--- src/rtl/button_emu_pkg.sv ---
// ============================================================================
// Module : button_emu_pkg
// Brief  : Shared types and helpers for the button emulation environment.
// Rev    : 1.0 - initial release
// ============================================================================
`default_nettype none

package button_emu_pkg;

    typedef enum logic [2:0] {
        ST_IDLE           = 3'd0,
        ST_PRESS_BOUNCE   = 3'd1,
        ST_HOLD           = 3'd2,
        ST_RELEASE_BOUNCE = 3'd3,
        ST_SETTLE         = 3'd4
    } state_t;

    // Taps 16,14,13,11 expressed as bit positions 15,13,12,10.
    localparam logic [15:0] LFSR_TAPS = 16'hB400;

    function automatic int unsigned ns_to_cycles(input int unsigned ns,
                                                 input int unsigned period_ns);
        int unsigned cycles;
        cycles = ns / period_ns;
        return (cycles == 0) ? 32'd1 : cycles;
    endfunction

endpackage

`default_nettype wire

--- src/rtl/lfsr16.sv ---
// ============================================================================
// Module : lfsr16
// Brief  : 16-bit shift-left Fibonacci LFSR that advances once per step_i.
// Rev    : 1.0 - initial release
// ============================================================================
`default_nettype none

module lfsr16
    import button_emu_pkg::*;
#(
    parameter logic [15:0] SEED = 16'hACE1
) (
    input  logic        clk_i,
    input  logic        reset_i,
    input  logic        step_i,
    output logic [15:0] value_o
);

    logic [15:0] r_value;
    logic        w_feedback;

    assign w_feedback = ^(r_value & LFSR_TAPS);
    assign value_o    = r_value;

    always_ff @(posedge clk_i) begin
        if (reset_i) begin
            r_value <= SEED;
        end else if (step_i) begin
            r_value <= {r_value[14:0], w_feedback};
        end
    end

endmodule

`default_nettype wire

--- src/rtl/button_bounce_generator.sv ---
// ============================================================================
// Module : button_bounce_generator
// Brief  : Emulates a bouncing mechanical push button: press bounce, hold,
//          release bounce and settle, with LFSR-randomised toggle intervals.
// Rev    : 1.0 - initial release
// ============================================================================
`default_nettype none

module button_bounce_generator
    import button_emu_pkg::*;
#(
    parameter int unsigned CLOCK_PERIOD_NS = 20,
    parameter int unsigned BOUNCE_TOGGLES  = 5,
    parameter logic [15:0] BOUNCE_MASK     = 16'h3FFF,
    parameter int unsigned SETTLE_NS       = 2_000_000,
    parameter logic [15:0] LFSR_SEED       = 16'hACE1
) (
    input  logic        clk_i,
    input  logic        reset_i,
    input  logic        press_valid_i,
    input  logic [31:0] hold_cycles_i,
    output logic        press_ready_o,
    output logic        button_o,
    output logic        busy_o,
    output logic        done_o
);

    localparam logic [31:0] c_toggles       = 32'(BOUNCE_TOGGLES);
    localparam logic [31:0] c_settle_cycles = 32'(ns_to_cycles(SETTLE_NS, CLOCK_PERIOD_NS));

    if ((BOUNCE_TOGGLES < 1) || ((BOUNCE_TOGGLES % 2) == 0)) begin : g_bad_toggles
        $error("BOUNCE_TOGGLES must be odd and at least 1");
    end
    if ((BOUNCE_MASK & 16'(BOUNCE_MASK + 16'd1)) != 16'd0) begin : g_bad_mask
        $error("BOUNCE_MASK must be of the form 2^k-1");
    end
    if (LFSR_SEED == 16'd0) begin : g_bad_seed
        $error("LFSR_SEED must be nonzero");
    end

    state_t      r_state, w_state_n;
    logic [31:0] r_cnt, w_cnt_n;
    logic [31:0] r_toggles, w_toggles_n;
    logic [31:0] r_hold, w_hold_n;
    logic        r_button, w_button_n;
    logic        r_done, w_done_n;
    logic        w_step;
    logic [15:0] w_lfsr;
    logic [31:0] w_interval;
    logic        w_expired;
    logic [31:0] w_cnt_dec;

    lfsr16 #(
        .SEED    (LFSR_SEED)
    ) u_lfsr (
        .clk_i   (clk_i),
        .reset_i (reset_i),
        .step_i  (w_step),
        .value_o (w_lfsr)
    );

    assign w_interval = {16'd0, (w_lfsr & BOUNCE_MASK)} + 32'd1;
    assign w_expired  = (r_cnt == 32'd1);
    // Saturating decrement: the counter never wraps below zero.
    assign w_cnt_dec  = (r_cnt == 32'd0) ? 32'd0 : (r_cnt - 32'd1);

    assign press_ready_o = (r_state == ST_IDLE);
    assign busy_o        = (r_state != ST_IDLE);
    assign button_o      = r_button;
    assign done_o        = r_done;

    always_ff @(posedge clk_i) begin
        if (reset_i) begin
            r_state   <= ST_IDLE;
            r_cnt     <= 32'd0;
            r_toggles <= 32'd0;
            r_hold    <= 32'd0;
            r_button  <= 1'b0;
            r_done    <= 1'b0;
        end else begin
            r_state   <= w_state_n;
            r_cnt     <= w_cnt_n;
            r_toggles <= w_toggles_n;
            r_hold    <= w_hold_n;
            r_button  <= w_button_n;
            r_done    <= w_done_n;
        end
    end

    always_comb begin
        w_state_n   = r_state;
        w_cnt_n     = r_cnt;
        w_toggles_n = r_toggles;
        w_hold_n    = r_hold;
        w_button_n  = r_button;
        w_done_n    = 1'b0;
        w_step      = 1'b0;

        unique case (r_state)
            ST_IDLE: begin
                if (press_valid_i) begin
                    w_hold_n    = (hold_cycles_i == 32'd0) ? 32'd1 : hold_cycles_i;
                    w_state_n   = ST_PRESS_BOUNCE;
                    w_button_n  = 1'b1;
                    w_cnt_n     = w_interval;
                    w_toggles_n = 32'd1;
                    w_step      = 1'b1;
                end
            end
            ST_PRESS_BOUNCE, ST_RELEASE_BOUNCE: begin
                if (!w_expired) begin
                    w_cnt_n = w_cnt_dec;
                end else if (r_toggles == c_toggles) begin
                    // Last toggle of the phase has lived out its interval.
                    w_state_n = (r_state == ST_PRESS_BOUNCE) ? ST_HOLD : ST_SETTLE;
                    w_cnt_n   = (r_state == ST_PRESS_BOUNCE) ? r_hold : c_settle_cycles;
                end else begin
                    w_button_n  = ~r_button;
                    w_cnt_n     = w_interval;
                    w_toggles_n = r_toggles + 32'd1;
                    w_step      = 1'b1;
                end
            end
            ST_HOLD: begin
                if (w_expired) begin
                    w_state_n   = ST_RELEASE_BOUNCE;
                    w_button_n  = 1'b0;
                    w_cnt_n     = w_interval;
                    w_toggles_n = 32'd1;
                    w_step      = 1'b1;
                end else begin
                    w_cnt_n = w_cnt_dec;
                end
            end
            ST_SETTLE: begin
                if (w_expired) begin
                    w_state_n = ST_IDLE;
                    w_cnt_n   = 32'd0;
                    w_done_n  = 1'b1;
                end else begin
                    w_cnt_n = w_cnt_dec;
                end
            end
            default: begin
                w_state_n = ST_IDLE;
                w_cnt_n   = 32'd0;
            end
        endcase
    end

endmodule

`default_nettype wire
--- config.mk ---
export PLATFORM = sky130hd
export DESIGN_NAME = button_bounce_generator
export DESIGN_NICKNAME = d
export VERILOG_FILES = /design/src/rtl/button_emu_pkg.sv /design/src/rtl/lfsr16.sv /design/src/rtl/button_bounce_generator.sv
export SDC_FILE = /design/constraint.sdc
export NUM_CORES = 1
export LEC_CHECK = 0
export BUFFER_PORTS_ARGS = -buffer_cell sky130_fd_sc_hd__buf_2
export CAP_MARGIN = 20
export CORE_ASPECT_RATIO = 0.6
export CORE_UTILIZATION = 30
export CTS_CLUSTER_SIZE = 24
export DETAILED_ROUTE_END_ITERATION = 10
export GPL_TIMING_DRIVEN = 0
export PLACE_DENSITY = 0.46
export SLEW_MARGIN = 10
export SYNTH_ARGS = -nofsm -noshare
export SYNTH_HDL_FRONTEND = slang
export SYNTH_SLANG_ARGS = --single-unit
--- constraint.sdc ---
create_clock -name clk_i -period 3.3 [get_ports clk_i]
set_input_delay 0 -clock clk_i [delete_from_list [all_inputs] [get_ports clk_i]]
set_output_delay 0 -clock clk_i [all_outputs]
set_load 0.005 [all_outputs]
# After elaboration in Yosys (flattened, before gate mapping)
# Cells that the tools add are included.
# totals
reg_bits	117
in_bits	35
out_inout_bits	4
wordCells	66
# op_classes
add_sub_neg	3
n_eq_ne	12
n_mux	31
bitwise	2
reduce_logical	11
# op_table
operator	count
$mux 32	12
$pmux 32 s4	1
$pmux 32 s3	1
$logic_not 32->1	2
$add 32x1->32 const B	1
$eq 32x1->1 const B	1
$eq 32x3->1 const B	1
$sub 32x1->32 const B	1
$mux 3	6
$reduce_xor 16->1	1
$add 14x1->15 const B	1
$ne 2x2->1 const B	6
$pmux 3 s4	1
$reduce_and 5->1	2
$mux 1	8
$eq 3x2->1 const B	2
$pmux 1 s3	2
$reduce_bool 3->1	2
$reduce_or 2->1	2
$eq 3x1->1 const B	1
$eq 3x3->1 const B	1
$logic_not 3->1	1
$not 1->1	2
$reduce_and 2->1	1

# Depth between registers and ports, before layout
# Gate-level depths: netlist (run 1).
# logic_depth
ltp_word	5
ltp_mapped	11
ltp_nobuf	8

# Modules after synthesis
# From an unflattened synthesis (run 1), not the netlist that was laid out.
# hier_totals
cells_unflattened	781
hier_area_um2	6098.3
# modules_own_cells
mod	n_inst	cells_per_inst	area_per_inst_um2	seq_area_each_um2
button_bounce_generator	1	726	5479.0	2021.9
lfsr16	1	55	619.3	320.3

# Worst setup path before layout (run 1)
# No wires, ideal clock.
# synth_path
path_kind	reg-to-reg
startpoint	register r_cnt[20]
endpoint	register r_toggles[25]
setup_ns	0.070
arrival_ns	2.328
t_required_ns	3.230
setup_slack_ns	0.902
path_stages_with_launch	9
path_buffers	2
synth_period_minus_slack_ns	2.398
path_cell_list	dfxtp_1 or4_4 nor3_4 and4_4 buf_8 o221ai_2 buf_6 or4_1 a21oi_1
# synth_via
elab_chain_len	3
elab_cells_between_ends	4
classes_between	eq/ne: 3; reduce/logical: 1
# synth_lines
element	line	source
start: declaration	button_bounce_generator.sv:42	logic [31:0] r_cnt, w_cnt_n;
start signal: assignment	button_bounce_generator.sv:82	r_cnt <= w_cnt_n;
$eq 32x1->1 (*)	button_bounce_generator.sv:63	assign w_expired = (r_cnt == 32'd1);
$ne 2x2->1 (no source line)	--	
$reduce_and 5->1 (no source line) (*)	--	
end signal: assignment	button_bounce_generator.sv:83	r_toggles <= w_toggles_n;
end: declaration	button_bounce_generator.sv:43	logic [31:0] r_toggles, w_toggles_n;
# Every way passes the cells marked *; elsewhere a longest branch is shown, timed or not.
# A chain may end at the register's enable or synchronous reset.

# Worst setup path in the final report (run 1)
# layout_path
startpoint	register r_cnt[8]
endpoint	register r_cnt[30]
# layout_via
elab_chain_len	4
elab_cells_between_ends	8
classes_between	add/sub: 1; eq/ne: 1; mux: 5; reduce/logical: 1
# layout_lines
element	line	source
$sub 32x1->32 / $logic_not 32->1 (equally long branches)	button_bounce_generator.sv:65	assign w_cnt_dec = (r_cnt == 32'd0) ? 32'd0 : (r_cnt - 32'd1);
$mux 32	button_bounce_generator.sv:65	
$mux 32 (on tied branches)	button_bounce_generator.sv:136, button_bounce_generator.sv:111, button_bounce_generator.sv:125	
$pmux 32 s4 (*)	button_bounce_generator.sv:99	unique case (r_state)
# Marked as above.

==> results.md, run 1 <==
- Entering global routing, the biggest net connects 17 pins.
- The synthesized netlist net count is 870.
- The setup path with the least slack is of type reg2reg.
- The worst hold path belongs to the class in2reg.
- The tree is rooted in a clkbuf_16.
- The number of enable flip-flop cells after synthesis is 0.
- The first detailed-routing pass ran for 6 iterations.
- The repair_antennas step left the layout with diodes totalling 0.
- Global routing finished with a remaining overflow of 0.
- The sum of buffers and inverters on the critical path is 1.
- During synthesis, Yosys emitted a total of 0 warnings.
- The mean number of vias per cell is 5.56.
- Among all flip-flop cells after synthesis, the most frequent one is dfxtp_1.
- From bottom edge to top edge, the die measures 114 um.
- TritonCTS built the clock tree.
- Setup repair after global routing left no endpoint under its margin.
- For this run, the top clock speed supported by timing is 325 MHz.
- The post-synthesis register bit count is 117.
- The mapped netlist covers 6310 um2.
- Across the run, the number of max-cap violations was 0.
- Buffers placed on the I/O ports in this run total 38.
- For the worst flop-to-flop path, the logic depth is 7.
- At the end of the flow, the number of nets in the layout was 961.
- The latest clock arrival within the worst-skew pair is 430 ps.
- For this block, the initial DRC count from the detailed router was 695.
- In this run the critical register-to-register path is captured at r_cnt[30]$_SDFFE_PP0P_.
- The via count of the first global-routing pass is 6044.
- The standard-cell row count is 40.
- The global-route total usage across every layer is 21.9%.
- The growth of design area from synthesis to finish is 23.4%.
- On the critical path, the stage with the largest delay is an instance of nor3_2.
- The number of hold-slack violations in the final timing report is 0.
- For hold timing, the worst endpoint is r_toggles[10]$_SDFFE_PP0P_.
- The die area is 21600 um2.
- Clock tree synthesis inserted a total of 17 buffers.
- From left edge to right edge, the die measures 189 um.
- Sequential cells were found to cover 37.1% of the synthesized design area.
- The count of filler cells inserted in the layout is 2171.
- The count of unresolved DRC violations after routing is 0.
- The core outline area is 20300 um2.
- The count of endpoints failing setup in the final report is 0.
- The worst setup path is launched from a flop.
- The share of async-settable or async-resettable flops after synthesis is 0%.
- The total power density per cell area is 564 nW/um2.
- The analysis attributes to cell leakage a power of 2.67 nW.
- The critical path data arrival time is 3430 ps.
- The deepest clock path buffer count is 2.
- In the finished design, the share of the clock period the worst path needs comes to 93.4%.
- The kind of end point of the critical path is a flop.
- The synthesized area per cell is 7.61 um2.
- For this design, the sink count on the clock tree is 117.
- Counting distinct cell types in the post-synthesis netlist gives 66.
- After technology mapping, the gate count stands at 829.
- The top fanout value on the critical path is 9.
- The final count of pins violating max slew was 0.
- Cells fill 38.3% of the core in the end.
- After clock tree synthesis, the clock-pin slew on the worst setup and hold paths is 70 ps.
- The vias after detailed routing is 6702.
- The gate family responsible for the most delay along the worst path is simple AND/OR/NAND/NOR gates.
- The average wire per cell in the routed design is 19.2 um.
- The headroom to the max-slew limit is 39.4%.
- The weighted congestion at the end of routability-driven global placement is 0.892.
- The fraction of layout instances using a drive strength above 1 is 11.7%.
- Walking the worst path, the cells encountered are nor4_1 > and4b_1 > clkbuf_2 > nand4_1 > nor3_2 > nand2_1 > a41oi_1.
- The post-CTS setup buffer count is 0.
- The path length in cells of the critical path is 7.
- The number of stages on the worst hold path is 4.
- The total power draw is 4.39 mW.
- The worst flop-to-flop path startpoint is r_cnt[8]$_SDFFE_PP0P_.
- The starting density of the core is 31.0%.
- For the worst setup path, the data required time is 3650 ps.
- The post-DP HPWL is 17300 um.
- The clock tree synthesis step divided the H-tree into 4 levels.
- The largest single stage delay on the critical path is 790 ps.
- The worst-case clock skew is 10.2 ps.
- The global-route wire length before repair is 35700 um.
- The flow ran to the end, and the final reports show no timing, DRC or antenna violations.
- The launch point of the worst hold path is reset_i.
- The shortest clock period the worst path allows after layout is 3080 ps.
- The total wire length after detailed routing is 23100 um.
- The worst-margin pin slew is 901 ps.
- The slack of the worst reg-to-reg path is 220 ps.
- The number of nets with antenna violations after routing is 0.
- In this run the count of I/O pins placed on the die edge is 39.
- The number of antenna violations at the first check in global routing was 0.
- The maximum VDD drop is 0.000331 V.
-- metrics by stage --
step | instances | hold slack [ps] | setup slack, ps | setup TNS (ps) | instance area [um2]
3_3_place_gp | 1140 | 261 | -117 | -350 | 6840
3_5_place_dp | 1140 | 261 | -9.03 | -12.0 | 6840
2_1_floorplan | 829 | 136 | 902 | 0 | 6310
6_report | 1206 | 43.9 | 219 | 0 | 7780
5_1_grt | 1206 | 48.7 | 32.7 | 0 | 7780
4_1_cts | 1204 | 19.3 | -24.0 | -38.1 | 7750
-- cell type report --
class / instances / area (um2) / area share, %
clock buffers: 17 / 425 / 5.46
well taps: 273 / 342 / 4.39
inverters: 16 / 60.1 / 0.771
clock inverters: 15 / 160 / 2.06
multi-input cells: 644 / 3710 / 47.7
flip-flops and latches: 117 / 2340 / 30.1
repair buffers: 72 / 520 / 6.69
plain buffers: 52 / 224 / 2.88
-- Yosys cell counts (6+ instances only) --
cell type / count / area [um2]
a21oi_1: 89 / 445
a22oi_1: 9 / 67.6
and3_1: 8 / 50.1
buf_1: 7 / 26.3
clkbuf_1: 37 / 139
dfxtp_1: 117 / 2340
ha_1: 6 / 75.1
inv_1: 15 / 56.3
nand2_1: 149 / 559
nand3_1: 48 / 240
nand4_1: 25 / 156
nor2_1: 26 / 97.6
nor3_1: 39 / 195
nor4_1: 31 / 194
o211ai_1: 13 / 97.6
o21ai_0: 45 / 225
o31ai_1: 10 / 75.1
or3_1: 24 / 150
or4_1: 17 / 128
xnor2_1: 11 / 96.3
xor2_1: 9 / 78.8
-- registers in the layout (all words and copies together), names as in the netlist --
register / flops
button_o: 1
done_o: 1
r_cnt: 32
r_hold: 32
r_state: 3
r_toggles: 32
u_lfsr.value_o: 16
-- kinds of logic after synthesis --
kind of cell    count (synthesis)  share of synthesized area (%)
flops                         117                           37.1
simple gates                  403                           33.0
mux                             5                          0.793
compound gates                210                           20.6
fa+ha+maj                       6                           1.19
xor+xnor                       20                           2.78
buf+inv                        68                           4.46
-- placed cells by master (no fill, tap or decap), types with 5 or more instances in the layout --
| cell | synthesis | routed |
|---|---|---|
| nand2_1 | 149 | 149 |
| dfxtp_1 | 117 | 117 |
| a21oi_1 | 89 | 89 |
| nand3_1 | 48 | 48 |
| buf_2 | 5 | 45 |
| o21ai_0 | 45 | 45 |
| nor3_1 | 39 | 38 |
| clkbuf_1 | 37 | 35 |
| dlygate4sd3_1 | 0 | 32 |
| nor4_1 | 31 | 30 |
| nor2_1 | 26 | 26 |
| nand4_1 | 25 | 25 |
| or3_1 | 24 | 24 |
| or4_1 | 17 | 17 |
| clkbuf_16 | 0 | 17 |
| inv_1 | 15 | 15 |
| o211ai_1 | 13 | 13 |
| xnor2_1 | 11 | 11 |
| o31ai_1 | 10 | 10 |
| xor2_1 | 9 | 9 |
| a22oi_1 | 9 | 9 |
| and3_1 | 8 | 8 |
| buf_1 | 7 | 7 |
| ha_1 | 6 | 6 |
| inv_6 | 0 | 6 |
| and4_1 | 5 | 5 |
| and2_1 | 5 | 5 |
| a31oi_1 | 5 | 5 |
| mux2i_1 | 5 | 5 |
| a32oi_1 | 5 | 5 |
-- timing repair --
action,in CTS,in global routing
endpoints found under the setup margin,2,35
gates resized for setup,0,7
pin swaps,0,0
hold endpoints to repair,32,0
gates cloned,0,0
hold buffers,32,0
-- power by group --
group	switching, mW	internal (mW)
registers	0.102	1.50
clock network	0.808	1.07
logic	0.607	0.303
-- layer usage --
layer | share of wire (%) | GRT usage (%) | wire length, um
met5 | 0 | 0 | 0
met2 | 34 | 26.2 | 7850
met1 | 57 | 35.7 | 13100
met3 | 8.8 | 7.17 | 2040
met4 | 0.52 | 4.41 | 121
-- how the worst max path moves through the flow --
stage | startpoint | endpoint | slack [ps]
2_1_floorplan | r_cnt[20]$_SDFFE_PP0P_ | r_toggles[25]$_SDFFE_PP0P_ | 900
3_3_place_gp | r_cnt[8]$_SDFFE_PP0P_ | r_cnt[15]$_SDFFE_PP0P_ | -120
3_5_place_dp | r_cnt[8]$_SDFFE_PP0P_ | r_cnt[15]$_SDFFE_PP0P_ | -9
4_1_cts | r_cnt[8]$_SDFFE_PP0P_ | r_cnt[15]$_SDFFE_PP0P_ | -20
5_1_grt | r_cnt[8]$_SDFFE_PP0P_ | r_cnt[3]$_SDFFE_PP0P_ | 30
6_report | r_cnt[8]$_SDFFE_PP0P_ | r_cnt[30]$_SDFFE_PP0P_ | 220
-- tightest hold or removal path, delay by kind of cell --
kind / cells / cell delay, ps
AOI/OAI and AO/OA: 1 / 140
buffers and inverters: 1 / 140
and+or+nand+nor: 2 / 150
No activity file was read; power rests on OpenSTA's default activity.
==> inputs of run 2 (changes only) <==
BUFFER_PORTS_ARGS = default   (was -buffer_cell sky130_fd_sc_hd__buf_2)
DONT_BUFFER_PORTS = 1   (was default)
PLACE_DENSITY = 0.45   (was 0.46)
==> run 2 against run 1 <==
  * Global-route usage rose by 0.42 points
  * Wire length grew 0.95%
  * Cell count down 3.3%
  * Critical path depth grew 1
  * Register-to-register slack improved by 50 ps
  * Core utilization down 0.96 points
  * Total power decreased by 4.3%
  * Non-clock buffer count fell by 35
  * First-iteration DRC count fell by 2.6%
  * Worst setup slack gained 51 ps
  * Via count is 2.3% lower
==> results.md, run 2 (synthesis gave the netlist of run 1 again) <==
- The kind of end point of the critical path is a flop.
- The critical path data arrival time is 3380 ps (-50 ps).
- The latest clock arrival within the worst-skew pair was 420 ps (about the same).
- The number of nets with antenna violations after routing was 0 (unchanged).
- Setup repair after global routing left no endpoint under its margin.
- The count of unresolved DRC violations after routing is 0 (unchanged).
- The switching power as a share of total power is 32.3% (-2.3 points).
- The cell area after layout is 7590 um2 (-2.5%).
- The max capacitance violation total is 0 (unchanged).
- The required time at the endpoint of the critical path came to 3650 ps (about the same).
- The maximum VDD drop is 0.000388 V (+17%).
- The register clock-pin slew on the reported worst setup and hold paths came to 50 ps (-20 ps).
- The number of DRC violations after detailed-routing iteration 0 is 677 (-2.6%).
- The post-DP HPWL is 17500 um (+1.7%).
- The slack of the worst reg-to-reg path is 270 ps (+50 ps).
- The core outline area was 20300 um2 (unchanged).
- The via count of the first global-routing pass is 5935 (-1.8%).
- The overflow left after global routing is 0 (unchanged).
- The weighted congestion at the end of routability-driven global placement came to 0.876 (-1.8%).
- Leaving out fill and tap cells, the most frequent cell in the layout is nand2_1.
- The clock sink total is 117 (unchanged).
- The placed instance area is 6660 um2 (-2.6%).
- Compared with the post-synthesis result, the final layout area differs by 20.3%.
- The worst-margin pin slew is 1050 ps (+153 ps).
- The port buffer count is 0 (-100%).
- The clock network fraction of design power is 40.4% (-2.4 points).
- The number of antenna violations at the first check in global routing is 0 (unchanged).
- The switching power came to 1.36 mW (-11%).
- The deepest clock path buffer count came to 2 (unchanged).
- The total negative slack was 0 ps (unchanged).
- The vias after detailed routing was 6546 (-2.3%).
- The mean number of vias per cell came to 5.61 (+1.0%).
- The final count of pins violating max slew is 0 (unchanged).
- The top fanout value on the critical path came to 10 (+1).
- The vertical die dimension is 114 um (unchanged).
- The fraction of layout instances using a drive strength above 1 was 7.50% (-4.2 points).
- The flow ran to the end, and the final reports show no timing, DRC or antenna violations.
- The count of inserted antenna diode cells is 0 (unchanged).
- The count of endpoints failing setup in the final report is 0 (unchanged).
- The total clock buffers created by CTS is 17 (unchanged).
- The number of top-level design ports was 39 (unchanged).
- The starting density of the core is 31.0% (unchanged).
- The first-pass iteration count of the detailed router is 5 (-1).
- The shortest clock period the worst path allows after layout came to 3030 ps (-51.0 ps).
- The headroom to the max-slew limit is 29.1% (-10 points).
- The worst-case clock skew is 8.03 ps (-2.20 ps).
- The largest net degree at the start of global routing is 17 (unchanged).
- The final critical-path share of the clock period was 91.8% (-1.5 points).
- The number of placed cells counting well taps is 1104 (-3.2%).
- The worst setup path is launched from a flop.
- The chip width was 189 um (unchanged).
- The cell leakage power was 2.53 nW (-5.2%).
- TritonCTS built the clock tree.
- The total power density per cell area is 554 nW/um2 (-1.9%).
- The die area is 21600 um2 (unchanged).
- The total power draw came to 4.20 mW (-4.3%).
- The total wire length after detailed routing is 23400 um (+0.95%).
- In the final layout, the registers with the most flip-flops are r_cnt: 32 flops, r_hold: 32 flops, r_toggles: 32 flops.
- The combinational cell fraction of total power is 21.4% (+0.7 points).
- The clock root buffer is clkbuf_16.
- The worst hold slack came to 24.5 ps (-19.4 ps).
- The global-route total usage across every layer came to 22.4% (+0.42 points).
- The number of hold-slack violations in the final timing report is 0 (unchanged).
- The number of H-tree branching levels is 4 (unchanged).
- The sequential fraction of design power is 38.2% (+1.7 points).
- The worst setup path is of the reg2reg kind.
- The final standard cell count with taps included and fillers excluded came to 1166 (-3.3%).
- The type of the most critical hold path is in2reg.
- The final-stage net count is 926 (-3.6%).
- The count of filler cells inserted in the layout is 2207 (+1.7%).
- The top cell types in the final layout, fill and taps aside, are nand2_1, dfxtp_1, a21oi_1.
- The maximum clock frequency is 330 MHz (+1.7%).
- The internal portion of total power is 2.85 mW (-1.0%).
- The standard-cell row count came to 40 (unchanged).
- The global-route wire length before repair is 36100 um (+1.2%).
- The average wire per cell in the routed design is 20.0 um (+4.4%).
## run 2: cell count changes in the layout (fill, tap and decap cells not counted), sizes merged
cell	delta
inv	-10
clkinvlp	-1
buf	-36
clkbuf	+3
clkinv	+2
dlygate4sd3	+2
## run 2: timing repair
action | CTS | global route
hold buffers | 34 | 0
pin swaps | 0 | 1
hold endpoints to repair | 43 | 0
setup endpoints to repair | 5 | 25
gates resized for setup | 3 | 9
setup buffers | 0 | 2
## run 2: area by class of cell
| type | instances | area, um2 | share of cell area [%] |
|---|---|---|---|
| plain buffers | 51 | 220 | 2.90 |
| clock inverters | 6 | 57.6 | 0.758 |
| inverters | 16 | 60.1 | 0.791 |
| well taps | 273 | 342 | 4.50 |
| multi-input cells | 644 | 3740 | 49.3 |
| clock buffers | 21 | 460 | 6.07 |
| flip-flops and latches | 117 | 2340 | 30.9 |
| repair buffers | 38 | 365 | 4.81 |
## run 2: stage by stage
step	util, %	worst slack (ps)
global route	37.4	127
floorplan	-	902
global placement	32.7	-179
CTS	37.1	110
finish	37.4	270
detailed placement	32.8	-169
## run 2: power groups by stage
stage	Sequential, mW	Combinational (mW)	Clock, mW
6_report	1.60	0.898	1.70
5_1_grt	1.62	0.981	1.80
4_1_cts	1.60	0.860	1.74
3_5_place_dp	1.63	0.813	0
3_3_place_gp	1.63	0.821	0
2_1_floorplan	1.59	0.580	0
## run 2: worst paths after layout
check                          start                       to  cells past startpoint
max reg2reg    r_cnt[8]$_SDFFE_PP0P_    r_cnt[3]$_SDFFE_PP0P_                      8
max            r_cnt[8]$_SDFFE_PP0P_    r_cnt[3]$_SDFFE_PP0P_                      8
min reg2reg  r_hold[14]$_SDFFE_PP0P_  r_hold[14]$_SDFFE_PP0P_                      2
min                hold_cycles_i[15]   r_hold[0]$_SDFFE_PP0P_                      5
## run 2: critical path, cell delays in order, from the launching register on
cell	delay (ps)
dfxtp_1	380
nor4_2	450
and4b_1	250
clkbuf_2	210
nand4_1	450
nor3_4	500
buf_2	350
nand3_1	210
o211ai_1	150
## run 2: metal layers
metal  vias up  part of all wire, %  track usage, %  wire length, um
met5         -                    0               0                0
met4         0                 0.81            4.46              190
met3        13                   10            7.11             2330
met2       263                   33            25.4             7760
met1      3076                   56            37.5            13100
li1       3194                    -               -                -
==> inputs of run 3 (changes only) <==
BUFFER_PORTS_ARGS = -buffer_cell sky130_fd_sc_hd__buf_2   (was default)
DONT_BUFFER_PORTS = default   (was 1)
PLACE_DENSITY = 0.46   (was 0.45)
SYNTH_HIERARCHICAL = 1   (was default)
==> run 3 against run 2 <==
  * Count of clock-buffer cells in the layout down 3
  * Global-route usage down 0.89 points
  * Design area up 0.79%
  * Cell count down 1.2%
  * Core utilization up 1.9 points
  * Wire length down 7.7%
  * Worst hold slack better by 19 ps
  * Clock skew up 3.1 ps
  * Worst setup slack worse by 130 ps
  * Critical path depth up 3
  * Critical endpoint is now u_lfsr/value_o[12]$_SDFFE_PP0P_
  * Largest power group unchanged
==> results.md, run 3 <==
- The standard-cell row count is 39 (-2.5%).
- The number of enable flip-flop cells after synthesis came to 0 (unchanged).
- The worst-case setup margin in the final layout is 138 ps (-131 ps).
- Sorting the synthesized cells by how often they occur yields dfxtp_1, nand2_1, a21oi_1, o21ai_0, nor2_1.
- The global-route wire length before repair is 33900 um (-6.2%).
- The total power density per cell area is 565 nW/um2 (+2.1%).
- The startpoint identified for the worst hold timing path is reset_i.
- The maximum VDD drop is 0.000345 V (-11%).
- The via count of the first global-routing pass is 5892 (-0.72%).
- The latest clock arrival within the worst-skew pair came to 430 ps (about the same).
- The sequential-to-total area share from yosys stat was 38.4% (+1.3 points).
- The logic depth of the worst register-to-register path is 11 (+3).
- The headroom to the max-slew limit is 30.5% (+1.3 points).
- The simple logic cell fraction of the synthesized area is 29.8% (-3.2 points).
- TritonCTS built the clock tree.
- The complex-gate fraction of the synthesized area is 21.2% (+0.63 points).
- The number of antenna violations at the first check in global routing is 0 (unchanged).
- The vertical die dimension is 112 um (-1.6%).
- The path class of the tightest hold or removal check is in2reg.
- The count of filler cells inserted in the layout is 1990 (-9.8%).
- The count of unique library cells instantiated by Yosys is 56 (-15%).
- The number of DRC violations after detailed-routing iteration 0 came to 639 (-5.6%).
- The proportion of synthesized area in mux cells came to 2.46% (+1.7 points).
- The clock network fraction of design power came to 47.0% (+6.6 points).
- The worst setup path is captured at a flop.
- The post-DP HPWL is 16100 um (-8.2%).
- The number of nets with antenna violations after routing is 0 (unchanged).
- The startpoint class of the critical path is a flop.
- The weighted congestion at the end of routability-driven global placement was 0.907 (+3.4%).
- The number of top-level design ports is 39 (unchanged).
- The cell leakage power is 2.61 nW (+3.5%).
- The cell area after layout is 7650 um2 (+0.79%).
- The synthesized netlist net count came to 822 (-5.5%).
- The max capacitance violation total was 0 (unchanged).
- The largest net degree at the start of global routing is 17 (unchanged).
- The vias after detailed routing came to 6486 (-0.92%).
- The count of unresolved DRC violations after routing came to 0 (unchanged).
- The placed instance area is 6630 um2 (-0.51%).
- The count of inserted antenna diode cells is 0 (unchanged).
- The number of H-tree branching levels is 4 (unchanged).
- The proportion of netlist area held by the largest area contributor is 38.4% (+1.3 points).
- The switching power as a share of total power came to 29.6% (-2.7 points).
- The switching power is 1.28 mW (-5.5%).
- The final critical-path share of the clock period is 95.8% (+4.0 points).
- The top fanout value on the critical path is 10 (unchanged).
- The tree is rooted in a clkbuf_16.
- The die area came to 20900 um2 (-3.3%).
- The port buffer count is 38 (+38).
- The worst-case clock skew came to 11.2 ps (+3.13 ps).
- The final-stage net count is 914 (-1.3%).
- The count of endpoints failing setup in the final report is 0 (unchanged).
- The sequential fraction of design power is 36.6% (-1.6 points).
- The core outline area was 19500 um2 (-4.2%).
- The register clock-pin slew on the reported worst setup and hold paths is 60 ps (about the same).
- The clock sink total is 117 (unchanged).
- The end point of the worst hold path is u_lfsr/value_o[3]$_SDFFE_PP0P_.
- The deepest clock path buffer count came to 2 (unchanged).
- The shortest clock period the worst path allows after layout is 3160 ps (+131 ps).
- The number of hold-slack violations in the final timing report came to 0 (unchanged).
- The number of instances in the synthesized netlist was 781 (-5.8%).
- The mean number of vias per cell is 5.63 (+0.29%).
- Setup repair after global routing left no endpoint under its margin.
- The flow ran to the end, and the final reports show no timing, DRC or antenna violations.
- The number of stages on the worst hold path is 3 (-2).
- Among all flip-flop cells after synthesis, the most frequent one is dfxtp_1.
- The adder-cell share of the synthesized area came to 1.23% (+0.041 points).
- The combinational cell fraction of total power was 16.5% (-4.9 points).
- The startpoint identified for the worst register-to-register timing path is r_cnt[16]$_SDFFE_PP0P_.
- The library cell used most frequently in the layout, excluding fill and tap cells, is dfxtp_1.
- The top cell types in the final layout, fill and taps aside, are dfxtp_1, nand2_1, a21oi_1.
- The growth of design area from synthesis to finish is 25.4%.
- The share of async-settable or async-resettable flops after synthesis was 0% (unchanged).
- The synthesized area per cell was 7.81 um2 (+2.6%).
- The final count of pins violating max slew is 0 (unchanged).
- dfxtp_1 takes more of the synthesized area than any other cell.
- The overflow left after global routing came to 0 (unchanged).
- The worst-margin pin slew is 1030 ps (-22.5 ps).
- The dominant combinational cell family by area after synthesis is simple AND/OR/NAND/NOR gates.
- The maximum clock frequency is 316 MHz (-4.2%).
- The most numerous cell in the Yosys netlist is dfxtp_1.
- The post-synthesis register bit count is 117 (unchanged).
- The average wire per cell in the routed design is 18.7 um (-6.6%).
- The warning count from the yosys run is 6 (+6).
- The cell area after synthesis was 6100 um2 (-3.3%).
- The critical path data arrival time came to 3470 ps (+90 ps).
- The internal portion of total power came to 3.04 mW (+6.9%).
- The total power draw is 4.32 mW (+2.9%).
- The slack of the worst reg-to-reg path was 140 ps (-130 ps).
- The required time at the endpoint of the critical path is 3610 ps (-40 ps).
- The launching element of the worst setup path is r_cnt[16]$_SDFFE_PP0P_.
- The fraction of layout instances using a drive strength above 1 is 11.4% (+3.9 points).
- The starting density of the core is 31.3% (+0.28 points).
- In this run the critical register-to-register path is captured at u_lfsr/value_o[12]$_SDFFE_PP0P_.
- The global-route total usage across every layer is 21.5% (-0.89 points).
- The total clock buffers created by CTS is 17 (unchanged).
- The total wire length after detailed routing is 21600 um (-7.7%).
- By startpoint and endpoint, the worst setup path is classified as reg2reg.
- The minimum setup slack after placement came to -75.6 ps (+93.0 ps).
- The largest registers in the layout are r_cnt: 32 flops, r_hold: 32 flops, r_toggles: 32 flops.
- The first-pass iteration count of the detailed router is 4 (-1).
- The chip width is 186 um (-1.7%).
- The post-synthesis xor/xnor area fraction came to 2.54% (-0.23 points).
- In the post-synthesis netlist, the biggest area contributors are dfxtp_1, a21oi_1, nand2_1.
==> run 3: timing repair <==
action | 4_1_cts | 5_1_grt
endpoints found under the hold margin | 32 | 0
setup endpoints to repair | 8 | 36
hold buffers | 32 | 0
setup buffers | 0 | 2
resized for setup | 3 | 6
pin swaps | 0 | 2
==> run 3: power by group through the flow <==
stage / Combinational, mW / Sequential, mW / Clock [mW]
final: 0.712 / 1.58 / 2.03
after global routing: 0.779 / 1.59 / 2.14
after CTS: 0.674 / 1.58 / 2.07
after detailed placement: 0.637 / 1.61 / 0
after global placement: 0.629 / 1.60 / 0
after floorplan: 0.440 / 1.58 / 0
==> run 3: cells by family (layout without fill, tap and decap cells) <==
logic type,count (synthesis),count (layout)
and+or+nand+nor,345,345
AOI/OAI and AO/OA,222,222
DFF,117,117
buffers and inverters,60,165
xor gates and xnor gates,16,16
muxes,15,15
adders and majority gates,6,6
==> run 3: worst max-delay path, cell delays in order, from the launching register on <==
cell and delay (ps):
dfxtp_1 370, nor3_2 360, nand2_2 250, or3_1 420, o31a_2 450, buf_6 180, inv_1 110, clkbuf_4 260
buf_6 190, buf_12 150, mux2i_1 220, nor2_1 60
==> run 3: worst max path at each step <==
stage                                           end  slack (ps)  cells after the start
floorplan           u_lfsr/value_o[11]$_SDFFE_PP1P_         670                     11
global placement     u_lfsr/value_o[7]$_SDFFE_PP1P_         -60                     11
detailed placement  u_lfsr/value_o[13]$_SDFFE_PP1P_         -80                     11
CTS                 u_lfsr/value_o[13]$_SDFFE_PP1P_          40                     11
global route        u_lfsr/value_o[12]$_SDFFE_PP0P_           5                     12
finish              u_lfsr/value_o[12]$_SDFFE_PP0P_         140                     11
==> run 3: layout make-up <==
| type | instances | area (um2) | share of cell area (%) |
|---|---|---|---|
| clock inverter | 14 | 203 | 2.65 |
| tap | 266 | 333 | 4.35 |
| multi-input combinational | 604 | 3540 | 46.2 |
| sequential | 117 | 2340 | 30.6 |
| timing repair buffer | 73 | 531 | 6.93 |
| clock buffer | 18 | 439 | 5.74 |
| inverter | 13 | 48.8 | 0.638 |
| buffer | 47 | 216 | 2.83 |
==> run 3: metal layers <==
metal	GRT usage, %	part of all wire (%)	wire, um	vias to the layer above
met4	5.79	0.87	187	0
met5	0	0	0	-
met2	25.9	36	7750	247
met1	34.7	54	11600	3137
met3	6.55	9.2	1990	17
li1	-	-	-	3085
==> run 3: per-stage QoR <==
step | instances | util, % | setup TNS (ps) | hold WS (ps)
floorplan | 781 | - | 0 | 136
global placement | 1085 | 34.0 | -429 | 256
detailed placement | 1086 | 34.0 | -535 | 259
CTS | 1150 | 39.1 | 0 | 25.0
global route | 1152 | 39.3 | 0 | 54.6
finish | 1152 | 39.3 | 0 | 43.6
